$ cat src/rtl/tnn_stream_classifier.sv
// Feature-serial ternary neural network classifier with valid/ready handshakes.
// Optional score_max_o output is built when TNN_SCORE_OUT_EN is defined.
module tnn_stream_classifier #(
    parameter int unsigned FEAT_CNT   = 128,
    parameter int unsigned FEAT_BITS  = 4,
    parameter int unsigned HIDDEN_CNT = 40,
    parameter int unsigned CLASS_CNT  = 6,
    parameter logic [FEAT_CNT*HIDDEN_CNT-1:0]  W1_POS = '0,
    parameter logic [FEAT_CNT*HIDDEN_CNT-1:0]  W1_NEG = '0,
    parameter logic [HIDDEN_CNT*CLASS_CNT-1:0] W2_POS = '0,
    parameter logic [HIDDEN_CNT*CLASS_CNT-1:0] W2_NEG = '0
) (
    input  logic                                      clk_i,
    input  logic                                      rst_ni,
    input  logic                                      in_valid_i,
    output logic                                      in_ready_o,
    input  logic [FEAT_BITS*FEAT_CNT-1:0]             data_i,
    output logic                                      out_valid_o,
    input  logic                                      out_ready_i,
    output logic [$clog2(CLASS_CNT)-1:0]              prediction_o
`ifdef TNN_SCORE_OUT_EN
    ,
    output logic signed [$clog2(HIDDEN_CNT+1):0]      score_max_o
`endif
);

    localparam int unsigned AccW   = FEAT_BITS + $clog2(FEAT_CNT + 1) + 1;
    localparam int unsigned ScoreW = $clog2(HIDDEN_CNT + 1) + 1;
    localparam int unsigned PredW  = $clog2(CLASS_CNT);
    localparam int unsigned CntMax = (FEAT_CNT > HIDDEN_CNT) ? FEAT_CNT : HIDDEN_CNT;
    localparam int unsigned CntW   = $clog2(CntMax + 1);

    typedef enum logic [2:0] {StIdle, StL1, StL2, StArgmax, StHold} state_e;

    state_e                        state_q, state_d;
    logic [CntW-1:0]               cnt_q, cnt_d;
    logic [FEAT_BITS*FEAT_CNT-1:0] data_q, data_d;
    logic signed [AccW-1:0]        acc_q [HIDDEN_CNT];
    logic signed [AccW-1:0]        acc_d [HIDDEN_CNT];
    logic signed [ScoreW-1:0]      score_q [CLASS_CNT];
    logic signed [ScoreW-1:0]      score_d [CLASS_CNT];
    logic [PredW-1:0]              pred_q, pred_d;

    logic [FEAT_BITS-1:0]          feat;
    logic signed [AccW-1:0]        feat_s;
    logic [HIDDEN_CNT-1:0]         w1_pos, w1_neg;
    logic                          hbit;
    logic [CLASS_CNT-1:0]          w2_pos, w2_neg;
    logic signed [ScoreW-1:0]      best_score;
    logic [PredW-1:0]              best_idx;

    // Select the current feature, hidden bit and weight slices addressed by the counter.
    always_comb begin
        feat   = '0;
        hbit   = 1'b0;
        w1_pos = '0;
        w1_neg = '0;
        w2_pos = '0;
        w2_neg = '0;
        for (int unsigned f = 0; f < FEAT_CNT; f++) begin
            if (cnt_q == CntW'(f)) begin
                feat = data_q[f*FEAT_BITS +: FEAT_BITS];
                for (int unsigned h = 0; h < HIDDEN_CNT; h++) begin
                    w1_pos[h] = W1_POS[h*FEAT_CNT + f];
                    w1_neg[h] = W1_NEG[h*FEAT_CNT + f];
                end
            end
        end
        for (int unsigned h = 0; h < HIDDEN_CNT; h++) begin
            if (cnt_q == CntW'(h)) begin
                hbit = ~acc_q[h][AccW-1];
                for (int unsigned c = 0; c < CLASS_CNT; c++) begin
                    w2_pos[c] = W2_POS[c*HIDDEN_CNT + h];
                    w2_neg[c] = W2_NEG[c*HIDDEN_CNT + h];
                end
            end
        end
    end

    assign feat_s = $signed({{(AccW-FEAT_BITS){1'b0}}, feat});

    // Strict compare keeps the lowest index on ties.
    always_comb begin
        best_score = score_q[0];
        best_idx   = '0;
        for (int unsigned c = 1; c < CLASS_CNT; c++) begin
            if (score_q[c] > best_score) begin
                best_score = score_q[c];
                best_idx   = PredW'(c);
            end
        end
    end

    always_comb begin
        state_d = state_q;
        cnt_d   = cnt_q;
        data_d  = data_q;
        acc_d   = acc_q;
        score_d = score_q;
        pred_d  = pred_q;
        unique case (state_q)
            StIdle: begin
                if (in_valid_i) begin
                    data_d = data_i;
                    cnt_d  = '0;
                    for (int unsigned h = 0; h < HIDDEN_CNT; h++) acc_d[h] = '0;
                    for (int unsigned c = 0; c < CLASS_CNT; c++) score_d[c] = '0;
                    state_d = StL1;
                end
            end
            StL1: begin
                for (int unsigned h = 0; h < HIDDEN_CNT; h++) begin
                    if (w1_pos[h] && !w1_neg[h]) begin
                        acc_d[h] = acc_q[h] + feat_s;
                    end else if (w1_neg[h] && !w1_pos[h]) begin
                        acc_d[h] = acc_q[h] - feat_s;
                    end
                end
                if (cnt_q == CntW'(FEAT_CNT - 1)) begin
                    cnt_d   = '0;
                    state_d = StL2;
                end else begin
                    cnt_d = cnt_q + 1'b1;
                end
            end
            StL2: begin
                if (hbit) begin
                    for (int unsigned c = 0; c < CLASS_CNT; c++) begin
                        if (w2_pos[c] && !w2_neg[c]) begin
                            score_d[c] = score_q[c] + ScoreW'(1);
                        end else if (w2_neg[c] && !w2_pos[c]) begin
                            score_d[c] = score_q[c] - ScoreW'(1);
                        end
                    end
                end
                if (cnt_q == CntW'(HIDDEN_CNT - 1)) begin
                    cnt_d   = '0;
                    state_d = StArgmax;
                end else begin
                    cnt_d = cnt_q + 1'b1;
                end
            end
            StArgmax: begin
                pred_d  = best_idx;
                state_d = StHold;
            end
            StHold: begin
                if (out_ready_i) state_d = StIdle;
            end
            default: state_d = StIdle;
        endcase
    end

    always_ff @(posedge clk_i or negedge rst_ni) begin
        if (!rst_ni) begin
            state_q <= StIdle;
            cnt_q   <= '0;
            data_q  <= '0;
            pred_q  <= '0;
            for (int unsigned h = 0; h < HIDDEN_CNT; h++) acc_q[h] <= '0;
            for (int unsigned c = 0; c < CLASS_CNT; c++) score_q[c] <= '0;
        end else begin
            state_q <= state_d;
            cnt_q   <= cnt_d;
            data_q  <= data_d;
            pred_q  <= pred_d;
            acc_q   <= acc_d;
            score_q <= score_d;
        end
    end

`ifdef TNN_SCORE_OUT_EN
    logic signed [ScoreW-1:0] smax_q;

    always_ff @(posedge clk_i or negedge rst_ni) begin
        if (!rst_ni) begin
            smax_q <= '0;
        end else if (state_q == StArgmax) begin
            smax_q <= best_score;
        end
    end

    assign score_max_o = smax_q;
`endif

    assign in_ready_o   = (state_q == StIdle);
    assign out_valid_o  = (state_q == StHold);
    assign prediction_o = pred_q;

endmodule
$ cat config.mk
export PLATFORM = sky130hd
export DESIGN_NAME = tnn_stream_classifier
export DESIGN_NICKNAME = d
export VERILOG_FILES = /design/src/rtl/tnn_stream_classifier.sv
export SDC_FILE = /design/constraint.sdc
export NUM_CORES = 1
export LEC_CHECK = 0
export ABC_AREA = 1
export BUFFER_PORTS_ARGS = -buffer_cell sky130_fd_sc_hd__buf_2
export CAP_MARGIN = 20
export CORE_AREA = 2 2 201 203
export CTS_BUF_LIST = sky130_fd_sc_hd__clkbuf_8 sky130_fd_sc_hd__clkbuf_16
export CTS_CLUSTER_DIAMETER = 60
export DETAILED_ROUTE_END_ITERATION = 7
export DIE_AREA = 0 0 203 205
export GPL_TIMING_DRIVEN = 0
export PLACE_DENSITY_LB_ADDON = 0.1
export SLEW_MARGIN = 20
export SYNTH_ARGS = -nofsm -noshare
export SYNTH_HDL_FRONTEND = slang
export SYNTH_SLANG_ARGS = --single-unit --ignore-timing --ignore-initial --compat-mode --unroll-limit 50000
$ cat constraint.sdc
create_clock -name clk_i -period 1.5 [get_ports clk_i]
set_input_delay 0.075 -clock clk_i [delete_from_list [all_inputs] [get_ports clk_i]]
set_output_delay 0.075 -clock clk_i [all_outputs]
set_load 0.02 [all_outputs]
# After elaboration in Yosys (flattened, before gate mapping)

Cells that the tools add are included.

Add/sub/neg operators: 1
Eq/ne operators: 10
Muxes and demuxes: 9
Reductions and logical operators: 4

Operator list:

| operator                                                         | count |
|---|---|
| 8-bit two-way mux                                                | 3 |
| 8-bit case mux with 3 select lines                               | 1 |
| 3-bit case mux with 5 select lines                               | 1 |
| 3-bit two-way mux                                                | 4 |
| 8-bit by 1-bit adder with 8-bit output (second input constant)   | 1 |
| 8-bit by 6-bit == test with 1-bit output (second input constant) | 1 |
| 8-bit by 7-bit == test with 1-bit output (second input constant) | 1 |
| 3-bit by 2-bit == test with 1-bit output (second input constant) | 2 |
| 2-bit != test (second input constant)                            | 3 |
| 4-bit AND reduction                                              | 1 |
| 3-bit by 1-bit == test with 1-bit output (second input constant) | 1 |
| 3-bit == test (second input constant)                            | 1 |
| 3-bit logical NOT                                                | 1 |
| 3-bit nonzero test                                               | 1 |
| 2-bit by 1-bit != test with 1-bit output (second input constant) | 1 |
| 2-bit AND reduction                                              | 1 |

Flip-flop bits (word level): 11
Input bits: 516
Output and inout bits: 5

# Longest topological paths before layout

Word-level depth: 3
Depth in mapped cells: 8
Gate-level depth less buffers: 8

# Worst setup path before layout

OpenSTA, ideal clock, no wires.

Kind: reg-to-reg
Start point: reg cnt_q[0]
End point: reg cnt_q[7]
Setup time: 0.116 ns
Data arrival time: 1.121 ns
Setup slack: 0.264 ns
Stages on the path, launching flop included: 9
Path buffers: 0
Clock period less this slack: 1.236 ns
Cell sequence: dfrtp_1 -> ha_1 -> nand2_2 -> nor2_4 -> nand2_2 -> nand2_4 -> nand2_4 -> nor2_2 -> nor2_1

Longest elaborated chain between the ends: 3

RTL lines:

| element                                                              | RTL line | source |
|---|---|---|
| start, declared                                                      | 36       | `logic [CntW-1:0] cnt_q, cnt_d;` |
| start signal, assigned                                               | 164      | `cnt_q <= cnt_d;` |
| 8-bit by 1-bit adder with 8-bit output, or another cell as far along | 123, 140 |  |
| 8-bit two-way mux, on equally long branches                          | 136, 119 |  |
| 8-bit case mux with 3 select lines (*)                               | 101      | `unique case (state_q)` |

Mark *: on every way between the ends. The rest lies on a longest branch, timed or not.
A chain may end at the register's enable or synchronous reset.

# Final worst setup path

Start point: reg cnt_q[0]
End point: reg cnt_q[0]

Same word-level chain as after synthesis.

==> run_results.csv <==
group,metric,value,unit
critical_path,r2r_cells,8,
routing,avgViaCountPerCell,1.08,
grt,globalRouteOverflowTotal,0,
grt,grt_max_degree,12,
critical_path,rrSetupSlack,0.12,ns
routing,post_drt_wl_per_cell,3.95,microns
cts,cts.clk_slew.worst_paths,0.05,ns
floorplan,rows,73,
critical_path,end_kind,"flip-flop",
floorplan,ioPinCount,521,
grt,grt_pass1_vias,760,
placed_design,port_buffers,5,
cts,cts_tree,"built",
critical_path,r2r_start,"cnt_q[0]$_DFFE_PN0P_",
critical_path,required,1.62,ns
critical_path,path_max_fanout,5,
timing,grt_setup_unrepaired,"no",
power_and_ir_drop,peakVddDrop,271,uV
timing,slew_viol_final,0,
critical_path,cp.arrival,1.50,ns
yosys,synth-adder-area-share,1.58,%
routing,antenna_left,0,
routing,remaining_drc_errors,0,
yosys,synth_common_cells,"nand2_1 (25), inv_1 (15), nor2_1 (12), dfrtp_1 (11), nand3_1 (8)",
timing,layout_min_cycle_time,1.38,ns
yosys,yosysMostFrequentCell,"nand2_1",
final_layout,finish.utilization,3.99,%
timing,hold_viol,0,
yosys,netlist_area,790,sq um
cts,htree_num_levels,1,
timing,final-setup-viol-count,0,
power_and_ir_drop,p_per_area,1180,nW/um^2
floorplan,dieWidth,203,microns
floorplan,initial_core_util,2.01,%
final_layout,layout-area-overhead-vs-synth,99.0,%
final_layout,n_antenna_cell,0,
yosys,avgSynthCellArea,7.18,sq um
cts,cts_setup_buffers,0,
critical_path,slowest_stage,"dfrtp_2",
final_layout,stdcell_area,1570,sq um
critical_path,critical_path_depth,8,
critical_path,critPathTopFamily,"simple AND/OR/NAND/NOR gates",
run,cap_viol_max_count,0,
yosys,yosysTopAreaCell,"dfrtp_1",
yosys,netlist_instances,110,
min_path,hold_class,"in -> reg",
grt,antenna_found_initial,0,
timing,fin_worst_skew,0.00249,ns
placed_design,gp_congestion,0.608,
critical_path,startpoint_type,"flip-flop",
placed_design,placedCellCount,642,
critical_path,r2r-end,"cnt_q[0]$_DFFE_PN0P_",
power_and_ir_drop,cellLeakagePower,0.461,nW
placed_design,place_area,1480,sq um
cts,cts_buffers,3,
timing,tns,0,ns
yosys,synth-edff-count,0,
yosys,synth_top_family_by_area,"simple AND/OR/NAND/NOR gates",
placed_design,dp_hpwl,2040,microns
final_layout,drive_above_1_share,23.0,%
grt,track_usage,1.42,%
final_layout,nFillCells,4646,
cts,clock_path_buffers,2,
floorplan,dieArea,41600,sq um
yosys,synth-main-ff-cell,"dfrtp_1",
critical_path,cp-endpoint,"cnt_q[0]$_DFFE_PN0P_",
yosys,synth_seq_area_share,34.9,%
routing,drt-initial-drc-count,41,
final_layout,multiInputGateArea,438,sq um
yosys,synth_top_area_share,34.9,%
grt,grt_pass1_wl,4080,microns
yosys,synth-simple-area-share,40.7,%
yosys,synthMuxAreaShare,0,%
routing,wl,2560,microns
yosys,synth-xor-area-share,2.22,%
cts,clkSinkCount,11,
final_layout,nNetsFinal,640,
critical_path,cp-startpoint,"cnt_q[0]$_DFFE_PN0P_",
routing,firstDrtPassIters,4,
timing,fmax,724,MHz
critical_path,path_class,"reg -> reg",
cts,insertion_delay,0.24,ns
critical_path,cp.buffers_inverters,0,
yosys,yosysWarningCount,0,
yosys,synth_seq_cells,11,
final_layout,fin_cells,647,
critical_path,critPathMaxStageDelay,0.39,ns
cts,root_buffer,"clkbuf_16",
timing,fin_crit_sh,92.0,%
yosys,synth_area_leaders,"dfrtp_1 (35%), nand2_1 (12%), inv_1 (7.1%), nand2_4 (5.7%), nor2_1 (5.7%)",
final_layout,seqCellArea,277,sq um
floorplan,die_h,205,microns
floorplan,coreArea,39400,sq um
yosys,synth_compound_area_share,9.19,%
run_status,status,"finished, final reports clean",
min_path,min_from,"out_ready_i",
timing,hold_slack,0.151,ns
critical_path,worstPathCellList,"ha_2, nand2_2, nor2_4, nand2_2, nand2_4, nand2_4, nand2_1, o21ai_1",
yosys,synth_cell_types,22,
routing,vias,698,
yosys,synthArstFlopShare,100,%
worst min-delay path by stage:
stage	end	depth (start not counted)
after floorplan	cnt_q[0]$_DFFE_PN0P_	0
after global placement	state_q[2]$_DFFE_PN0P_	1
after detailed placement	state_q[2]$_DFFE_PN0P_	1
after CTS	state_q[2]$_DFFE_PN0P_	4
after global routing	state_q[2]$_DFFE_PN0P_	4
final	state_q[2]$_DFFE_PN0P_	4
metrics by stage:
stage / setup slack (ns) / power [mW]
floorplan: 0.264 / 1.11
global placement: -0.00553 / 1.43
detailed placement: 0.0206 / 1.39
CTS: 0.0110 / 1.91
global route: 0.0159 / 2.04
finish: 0.119 / 1.86
registers in the layout, indices dropped and copies added, names as in the netlist:
signal	count
cnt_q	8
state_q	3
power breakdown:
group / internal, mW / switching (mW) / leakage (nW)
clock network: 0.352 / 0.154 / 0.0423
logic: 0.263 / 0.591 / 0.273
registers: 0.385 / 0.116 / 0.146
worst min-delay path: stages:
cell and delay, ns:
buf_2 0.07, inv_1 0.03, nand3_1 0.10, o31ai_1 0.07
final cells by class:
type / instances / share of cell area (%)
tap: 525 / 41.8
multi-input combinational: 81 / 27.9
sequential: 11 / 17.6
clock buffer: 3 / 4.78
inverter: 17 / 4.06
timing repair buffer: 6 / 2.23
buffer: 3 / 1.43
clock inverter: 1 / 0.239
timing repair:
action | 4_1_cts | 5_1_grt
hold endpoints to repair | 11 | 0
resized for setup | 0 | 2
endpoints found under the setup margin | 0 | 4
hold buffers | 1 | 0
routing by layer:
metal | global-route usage (%) | share of wire (%) | vias up
li1 | - | - | 371
met1 | 1.36 | 41 | 317
met2 | 2.29 | 52 | 6
met3 | 0.286 | 1.6 | 4
met4 | 1.88 | 6.1 | 0
met5 | 0 | 0 | -
cell families after synthesis:
group | Yosys count
other | 1
buffers and inverters | 20
AND/OR/NAND/NOR | 62
XOR/XNOR | 2
AO/OA/AOI/OAI | 13
flip-flops | 11
adder cells (fa/ha/maj) | 1
layout by cell type (no fill, tap or decap), drive strengths merged:
cell type	synthesis	final
o211ai	2	2
inv	17	18
conb	1	3
dfrtp	11	11
dlygate4sd3	0	1
nand4	3	3
nand3	10	10
o31ai	1	1
buf	3	8
clkbuf	0	3
o21ai	8	8
a21oi	2	2
nor2	16	16
ha	1	1
xor2	2	2
nand2	32	32
nor3	1	1
No activity file was read; power rests on OpenSTA's default activity.
